**src/rtl/hazard_defs.sv**
```systemverilog
// rtl/hazard_defs.sv - shared forward-select codes and wait-FSM state encodings for hazard_ctrl
package hazard_defs;

  localparam logic [1:0] FWD_RF  = 2'b00;
  localparam logic [1:0] FWD_WB  = 2'b01;
  localparam logic [1:0] FWD_MEM = 2'b10;

  typedef enum logic [1:0] {
    ST_RUN     = 2'd0,
    ST_WAIT    = 2'd1,
    ST_TIMEOUT = 2'd2
  } hz_state_t;

endpackage

```
**src/rtl/forward_sel.sv**
```systemverilog
// rtl/forward_sel.sv - Execute operand forward select for one source register
// Memory-stage producer has priority over Writeback; x0 is never forwarded.
module forward_sel
  import hazard_defs::*;
#(
  parameter int REG_AW = 5
) (
  input  logic [REG_AW-1:0] i_rs_e,
  input  logic [REG_AW-1:0] i_rd_m,
  input  logic [REG_AW-1:0] i_rd_w,
  input  logic              i_reg_write_m,
  input  logic              i_reg_write_w,
  output logic [1:0]        o_fwd
);

  always_comb begin
    o_fwd = FWD_RF;
    if (i_reg_write_m && (i_rd_m != '0) && (i_rd_m == i_rs_e)) begin
      o_fwd = FWD_MEM;
    end else if (i_reg_write_w && (i_rd_w != '0) && (i_rd_w == i_rs_e)) begin
      o_fwd = FWD_WB;
    end
  end

endmodule

```
**src/rtl/hazard_ctrl.sv**
```systemverilog
// rtl/hazard_ctrl.sv - stall/flush/forward control and memory wait-state FSM for the 5-stage pipeline
// Optional HAZ_PERF_EN adds saturating StallCnt/FlushCnt performance counters.
module hazard_ctrl
  import hazard_defs::*;
#(
  parameter int REG_AW   = 5,
  parameter int WAIT_MAX = 16,
  parameter int CNT_W    = 8
) (
  input  logic              clk,
  input  logic              reset,
  input  logic [REG_AW-1:0] Rs1D,
  input  logic [REG_AW-1:0] Rs2D,
  input  logic [REG_AW-1:0] Rs1E,
  input  logic [REG_AW-1:0] Rs2E,
  input  logic [REG_AW-1:0] RdE,
  input  logic              ResultSrcE0,
  input  logic              PCSrcE,
  input  logic [REG_AW-1:0] RdM,
  input  logic [REG_AW-1:0] RdW,
  input  logic              RegWriteM,
  input  logic              RegWriteW,
  input  logic              MemReqM,
  input  logic              MemReadyM,
  output logic [1:0]        ForwardAE,
  output logic [1:0]        ForwardBE,
  output logic              StallF,
  output logic              StallD,
  output logic              StallE,
  output logic              StallM,
  output logic              StallW,
  output logic              FlushD,
  output logic              FlushE,
`ifdef HAZ_PERF_EN
  output logic [31:0]       StallCnt,
  output logic [31:0]       FlushCnt,
`endif
  output logic              MemErr
);

  localparam logic [CNT_W-1:0] CNT_LAST = CNT_W'(WAIT_MAX - 1);

  hz_state_t        r_state;
  logic [CNT_W-1:0] r_cnt;
  logic             r_mem_err;

  logic [1:0] w_fwd_a;
  logic [1:0] w_fwd_b;
  logic       w_lw_stall;
  logic       w_mem_stall;

  forward_sel #(.REG_AW(REG_AW)) u_fwd_a (
    .i_rs_e        (Rs1E),
    .i_rd_m        (RdM),
    .i_rd_w        (RdW),
    .i_reg_write_m (RegWriteM),
    .i_reg_write_w (RegWriteW),
    .o_fwd         (w_fwd_a)
  );

  forward_sel #(.REG_AW(REG_AW)) u_fwd_b (
    .i_rs_e        (Rs2E),
    .i_rd_m        (RdM),
    .i_rd_w        (RdW),
    .i_reg_write_m (RegWriteM),
    .i_reg_write_w (RegWriteW),
    .o_fwd         (w_fwd_b)
  );

  assign w_lw_stall  = ResultSrcE0 && (RdE != '0) && ((RdE == Rs1D) || (RdE == Rs2D));
  // TIMEOUT drops the freeze for one cycle so the stuck access can retire.
  assign w_mem_stall = MemReqM && !MemReadyM && (r_state != ST_TIMEOUT);

  always_comb begin
    ForwardAE = FWD_RF;
    ForwardBE = FWD_RF;
    StallF    = 1'b0;
    StallD    = 1'b0;
    StallE    = 1'b0;
    StallM    = 1'b0;
    StallW    = 1'b0;
    FlushD    = 1'b1;
    FlushE    = 1'b1;
    if (reset) begin
      ForwardAE = w_fwd_a;
      ForwardBE = w_fwd_b;
      if (w_mem_stall) begin
        StallF = 1'b1;
        StallD = 1'b1;
        StallE = 1'b1;
        StallM = 1'b1;
        StallW = 1'b1;
        FlushD = 1'b0;
        FlushE = 1'b0;
      end else begin
        StallF = w_lw_stall;
        StallD = w_lw_stall;
        FlushD = PCSrcE;
        FlushE = w_lw_stall || PCSrcE;
      end
    end
  end

  always_ff @(posedge clk or negedge reset) begin
    if (!reset) begin
      r_state   <= ST_RUN;
      r_cnt     <= '0;
      r_mem_err <= 1'b0;
    end else begin
      case (r_state)
        ST_RUN: begin
          if (w_mem_stall) begin
            r_state <= ST_WAIT;
            r_cnt   <= CNT_W'(1);
          end
        end
        ST_WAIT: begin
          if (MemReadyM || !MemReqM) begin
            r_state <= ST_RUN;
            r_cnt   <= '0;
          end else if (r_cnt == CNT_LAST) begin
            r_state   <= ST_TIMEOUT;
            r_mem_err <= 1'b1;
          end else begin
            r_cnt <= r_cnt + CNT_W'(1);
          end
        end
        default: begin
          r_state <= ST_RUN;
          r_cnt   <= '0;
        end
      endcase
    end
  end

  assign MemErr = r_mem_err;

`ifdef HAZ_PERF_EN
  logic [31:0] r_stall_cnt;
  logic [31:0] r_flush_cnt;

  always_ff @(posedge clk or negedge reset) begin
    if (!reset) begin
      r_stall_cnt <= '0;
      r_flush_cnt <= '0;
    end else begin
      if (StallD && (r_stall_cnt != 32'hFFFF_FFFF)) r_stall_cnt <= r_stall_cnt + 32'd1;
      if (FlushE && (r_flush_cnt != 32'hFFFF_FFFF)) r_flush_cnt <= r_flush_cnt + 32'd1;
    end
  end

  assign StallCnt = r_stall_cnt;
  assign FlushCnt = r_flush_cnt;
`endif

endmodule
```
**config.mk**
```make
export PLATFORM = sky130hd
export DESIGN_NAME = hazard_ctrl
export DESIGN_NICKNAME = d
export VERILOG_FILES = /design/src/rtl/hazard_defs.sv /design/src/rtl/forward_sel.sv /design/src/rtl/hazard_ctrl.sv
export SDC_FILE = /design/constraint.sdc
export NUM_CORES = 1
export LEC_CHECK = 0
export CAP_MARGIN = 10
export CORE_MARGIN = 3
export CORE_UTILIZATION = 30
export CTS_BUF_LIST = sky130_fd_sc_hd__clkbuf_4 sky130_fd_sc_hd__clkbuf_8
export CTS_CLUSTER_SIZE = 20
export DETAILED_ROUTE_END_ITERATION = 8
export PLACE_DENSITY = 0.59
export REMOVE_ABC_BUFFERS = 1
export SYNTH_ARGS = -nofsm -noshare
export SYNTH_HDL_FRONTEND = slang
export SYNTH_SLANG_ARGS = --single-unit
```
**constraint.sdc**
```tcl
create_clock -name clk -period 2.5 [get_ports clk]
set_clock_uncertainty 0.1 [all_clocks]
set_input_delay 0.375 -clock clk [delete_from_list [all_inputs] [get_ports clk]]
set_output_delay 0.375 -clock clk [all_outputs]
set_load 0.03 [all_outputs]
```
### Word level (Yosys, flattened, before mapping)

Cells that the tools add are included.

| storage, ports and cells | value |
|---|---|
| register bits after elaboration | 11 |
| latch bits | 0 |
| memory bits (writable) | 0 |
| memory bits (read-only) | 0 |
| input port bits | 43 |
| output and inout port bits | 12 |
| logic and storage cells | 61 |
| memories kept | 0 |

| operators by class | value |
|---|---|
| add/subtract/negate cells | 1 |
| multipliers | 0 |
| div/mod/pow operators | 0 |
| $lt $le $gt $ge | 0 |
| equality and inequality tests | 12 |
| shift-type cells | 0 |
| multiplexer cells | 22 |
| bitwise gates (word level) | 1 |
| reduce and logical (&&, ||, !) cells | 22 |

Operators with widths:

| operator | number |
|---|---|
| 5-bit == test | 6 |
| 8-bit two-way mux | 3 |
| 8-bit one-hot mux with 2 select lines | 1 |
| 5-bit nonzero test | 3 |
| 2-bit two-way mux | 7 |
| 1-bit logical AND | 10 |
| 1-bit two-way mux | 10 |
| 8-bit by 1-bit adder with 8-bit output, second input constant | 1 |
| 8-bit by 4-bit == test with 1-bit output, second input constant | 1 |
| 3-bit != test, second input constant | 2 |
| 2-bit != test, second input constant | 2 |
| 2-bit one-hot mux with 2 select lines | 1 |
| 2-bit AND reduction | 2 |
| 1-bit logical OR | 3 |
| 3-bit AND reduction | 1 |
| 2-bit by 1-bit == test with 1-bit output, second input constant | 1 |
| 1-bit zero test | 2 |
| 2-bit zero test | 1 |
| 1-bit inverter | 1 |

### Longest topological paths before layout

| depth | value |
|---|---|
| depth in word-level cells | 6 |
| gate-level depth with buffers | 5 |
| gate-level depth less buffers | 5 |

### Hierarchy

A second synthesis with hierarchy kept.

| second synthesis, totals | value |
|---|---|
| cells, all modules | 142 |
| area, all modules | 1,144.8 um^2 |

By module, submodules not included:

| module | times used | cells an instance | area each (um^2) | seq. area each (um^2) |
|---|---|---|---|---|
| hazard_ctrl | 1 | 102 | 842.1 | 275.3 |
| forward_sel | 2 | 20 | 151.4 | 0.0 |

### Least setup slack after synthesis

OpenSTA, ideal clock, no wires.

| path | value |
|---|---|
| path kind | input port to output port |
| start | input RdM[0] |
| end | output ForwardAE[0] |
| arrival time | 2.115 ns |
| required time | 2.025 ns |
| slack | -0.090 ns |
| cell stages on the path | 4 |
| path buffers | 0 |
| path through | or4_1 o21ai_2 nor4_1 nor4_1 |

| between the ends | value |
|---|---|
| longest elaborated chain between the ends | 5 |
| elaborated cells between the ends (all ways) | 6 |
| those cells by class | 1 x eq/ne; 2 x mux; 3 x reduce/logical |

RTL lines:

| item | line | text |
|---|---|---|
| start, declared | hazard_ctrl.sv:19 | `input logic [REG_AW-1:0] RdM,` |
| 5-bit nonzero test | forward_sel.sv:18 | `if (i_reg_write_m && (i_rd_m != '0) && (i_rd_m == i_rs_e)) begin` |
| 1-bit logical AND | forward_sel.sv:18 |  |
| 1-bit logical AND * | forward_sel.sv:18 |  |
| 2-bit two-way mux * | forward_sel.sv:18 |  |
| 2-bit two-way mux * | hazard_ctrl.sv:84 | `if (reset) begin` |
| end, declared | hazard_ctrl.sv:25 | `output logic [1:0] ForwardAE,` |

Mark *: on every way between the ends. The rest lies on a longest branch, timed or not.

### Worst setup path in the final report

| path | value |
|---|---|
| start | input RdM[2] |
| end | output ForwardBE[0] |

| between the ends | value |
|---|---|
| longest elaborated chain between the ends | 5 |
| elaborated cells between the ends (all ways) | 6 |
| those cells by class | 1 x eq/ne; 2 x mux; 3 x reduce/logical |

RTL lines:

| item | line | text |
|---|---|---|
| 5-bit nonzero test | forward_sel.sv:18 |  |
| 1-bit logical AND | forward_sel.sv:18 |  |
| 1-bit logical AND * | forward_sel.sv:18 |  |
| 2-bit two-way mux * | forward_sel.sv:18 |  |
| 2-bit two-way mux * | hazard_ctrl.sv:84 |  |
| end, declared | hazard_ctrl.sv:26 | `output logic [1:0] ForwardBE,` |

Marks and branches as above.

==> summary.txt <==
Floorplan
  – Die Y: roughly 66 µm
  – DIE AREA: 4300 µm²
  – I/O pins: 55
  – Core area: ~3400 µm²
  – Site Rows: 21
  – Initial core utilization: 0.315
  – Die W: 65.6 µm

Timing
  – Slack of the critical path: 52.2 ps
  – Max-slew headroom: 0.618
  – Final Cycle Share: 0.979
  – Final Hold Fails: 0
  – Worst Tran Pin Value: ~570 ps
  – Fmax achieved: 0.409 GHz
  – Period minus WS final: 2450 ps
  – Setup-failing EPs final: 0
  – RSZ-0062 raised after global routing: yes
  – Max-slew violation count: 0
  – Setup TNS: 0 ps

Place
  – Hpwl dp: 2.88 mm
  – IO Port Bufs: 54
  – Final GP Congestion: slightly below 0.8
  – Place WS: -362 ps

Logic synthesis
  – Sequential cell area fraction in the yosys report: 0.258
  – Adder-cell share of the synthesized area: 0.0117
  – Simple-gate share of the synthesized area: 0.263
  – Post-Synth XOR/XNOR Area: 0.255
  – Cell accounting for the most synthesized area: dfrtp_1
  – Count of different cell masters after synthesis: 36
  – Synth Area in Compound Gates: 0.169
  – Area contributors post-synth: dfrtp_1 (26%), xor2_1 (20%), xnor2_1 (5.8%)
  – Synth Flop Type: dfrtp_1
  – Synthesized area per cell: 8.60 µm²
  – Share of the synthesized area in the top cell type: 0.258
  – Number of synthesized flops with an enable pin: 0
  – Post-synthesis mux area share: 0
  – Mapped Area: 1070 µm²
  – Async set-or-reset flop fraction in the synthesized netlist: 1.00
  – YS warnings: 0
  – Largest family of logic cells by synthesized area: simple AND/OR/NAND/NOR gates
  – Synth Instances: around 120
  – #FFs+latches synth: 11

Drt
  – Initial DRC count: 29
  – Drt drc: 0
  – Routed vias: 1227
  – DR WL/cell: 13.9 µm
  – Post-DR vias/cell: about 5
  – Drt total wl: 3.46 mm
  – Detail Route Antenna Nets: 0
  – Detailed Routing Iterations Pass 1: 4

Job
  – Max cap viols: 0

Clock tree
  – CTS Hold Bufs: 0
  – Clock Tree Buf Depth: 2
  – Insertion delay to the later sink of the worst-skew pair: between 200 and 300 ps
  – Post-CTS Setup Bufs: 0
  – TritonCTS clock tree: built
  – CTS clk-pin slew, worst paths: 70 ps
  – Root Driver: clkbuf_4
  – Clk sinks: 11
  – Deepest level of the CTS H-tree: 1
  – Num CTS Buffers: 3

Critical path
  – Crit path kind: primary input to output port
  – Critical path cell sequence: dlygate4sd2_1 > or4_4 > o21ai_4 > nor4_2 > buf_4 > nor4_4 > buf_6
  – R2R setup slack: between 600 and 700 ps
  – Largest stage delay, worst path: ~530 ps
  – Largest delay contributor family on the critical path: simple AND/OR/NAND/NOR gates
  – Critical path endpoint category: output port
  – WP data arrival: 1970 ps
  – Worst EP required: ~2000 ps
  – Slowest cell on crit path: or4_4
  – Max FO, Critical Path: 2
  – WP buf/inv: 3
  – Crit path launch type: primary input

Global routing
  – First-pass GRT wire length: around 5.6 mm
  – Total track usage: 0.168
  – Initial antenna violation count: 0
  – GR Util met2: 0.311
  – Overflow after GRT: 0
  – Grt peak-use layer: met2
  – Met1 Use GR: 0.199
  – Vias in the first global route: 1193
  – Largest net degree at the start of global routing: 12
  – M3 GR Usage: 0.0427

Power and ir drop
  – LEAKAGE: 0.801 nW
  – Power Total: 0.538 mW
  – PD cells: 288 nW/µm²
  – Peak VDD IR: 0.000313 V

Final layout
  – Final Net Count: 248
  – Ant. Diodes: 0
  – P&R area growth vs syn: 75.4%
  – Most common cell after layout, fill and taps aside: buf_4
  – Layout cells sized above 1: 0.256
  – Most frequent cells in the layout: buf_4 (31), clkdlybuf4s50_1 (28), xor2_1 (24), dlygate4sd2_1 (15), dfrtp_1 (11)

Min path
  – Hold Crit Class: primary input to asynchronous set/reset pin

Status
  – Outcome: finished, final reports clean
-- path summary, 6_finish.rpt --
check	startpoint	endpoint	cells past startpoint
worst max-delay path	RdM[2]	ForwardBE[0]	7
worst min-delay path	reset	MemErr	3
worst max register to register	r_cnt[0]	r_cnt[3]	5
worst min register to register	MemErr	MemErr	1
max in group asynchronous	reset	r_cnt[1]	3
min in group clk	MemErr	MemErr	1
-- layer usage --
| metal | routed length, µm | share of wire | vias up |
|---|---|---|---|
| li1 | - | - | 620 |
| met5 | 0 | 0 | - |
| met1 | 1400 | 0.40 | 570 |
| met2 | 1840 | 0.53 | 35 |
| met4 | 12 | 0.0035 | 0 |
| met3 | 210 | 0.061 | 2 |
-- registers in the layout, summed over array words and instances (netlist names) --
name and flops:
r_cnt 8, r_state 2, MemErr 1
-- cell usage after synthesis (2+ instances only) --
master and n:
or3_1 2, nor4_1 5, buf_4 3, a21oi_1 9
or4_1 8, o21ai_1 2, nor2_1 3, nor3_1 3
xor2_1 24, nand3_1 6, xnor2_1 7, dfrtp_1 11
o31ai_1 5, o21ai_0 5, and2_1 2, nand2_1 3
inv_1 5, nand2b_1 2, and3_1 2
-- where the power goes --
part / internal [mW] / switching, mW / total (mW)
combinational: 0.120 / 0.0973 / 0.217
sequential: 0.182 / 0.00728 / 0.190
clock: 0.0727 / 0.0582 / 0.131
total: 0.375 / 0.163 / 0.538
-- repair_timing --
item	4_1_cts	5_1_grt
pin swaps	7	3
gates resized for setup	29	6
endpoints found under the setup margin	5	2
-- worst reg2reg max path, delay by kind of cell (launching register included) --
kind                     cells  cell delay, ps
flip-flops                   1             450
adder cells (fa/ha/maj)      1             260
AO/OA/AOI/OAI                1             160
AND/OR/NAND/NOR              3             840
-- final cells by class --
type	count	area [µm²]
fillers	318	1520
flip-flops and latches	11	275
inverters	5	18.8
multi-input cells	104	800
clock buffers	4	30.0
well taps	46	57.6
repair buffers	79	688
-- metrics by stage --
stage               utilization  area [µm²]  hold WS [ps]  std cells
floorplan                     -        1040         -20.6        120
global placement          0.532        1800           378        245
detailed placement        0.532        1800           408        245
CTS                       0.550        1860           290        249
global route              0.551        1870           294        249
finish                    0.551        1870           258        249
-- cells by family (layout without fill, tap and decap cells) --
family | Yosys count | in the layout
AO/OA/AOI/OAI | 29 | 29
XOR/XNOR | 31 | 31
adder cells (fa/ha/maj) | 1 | 1
buffers and inverters | 9 | 88
flip-flops | 11 | 11
AND/OR/NAND/NOR | 43 | 43
(Power assumes the default switching activity.)
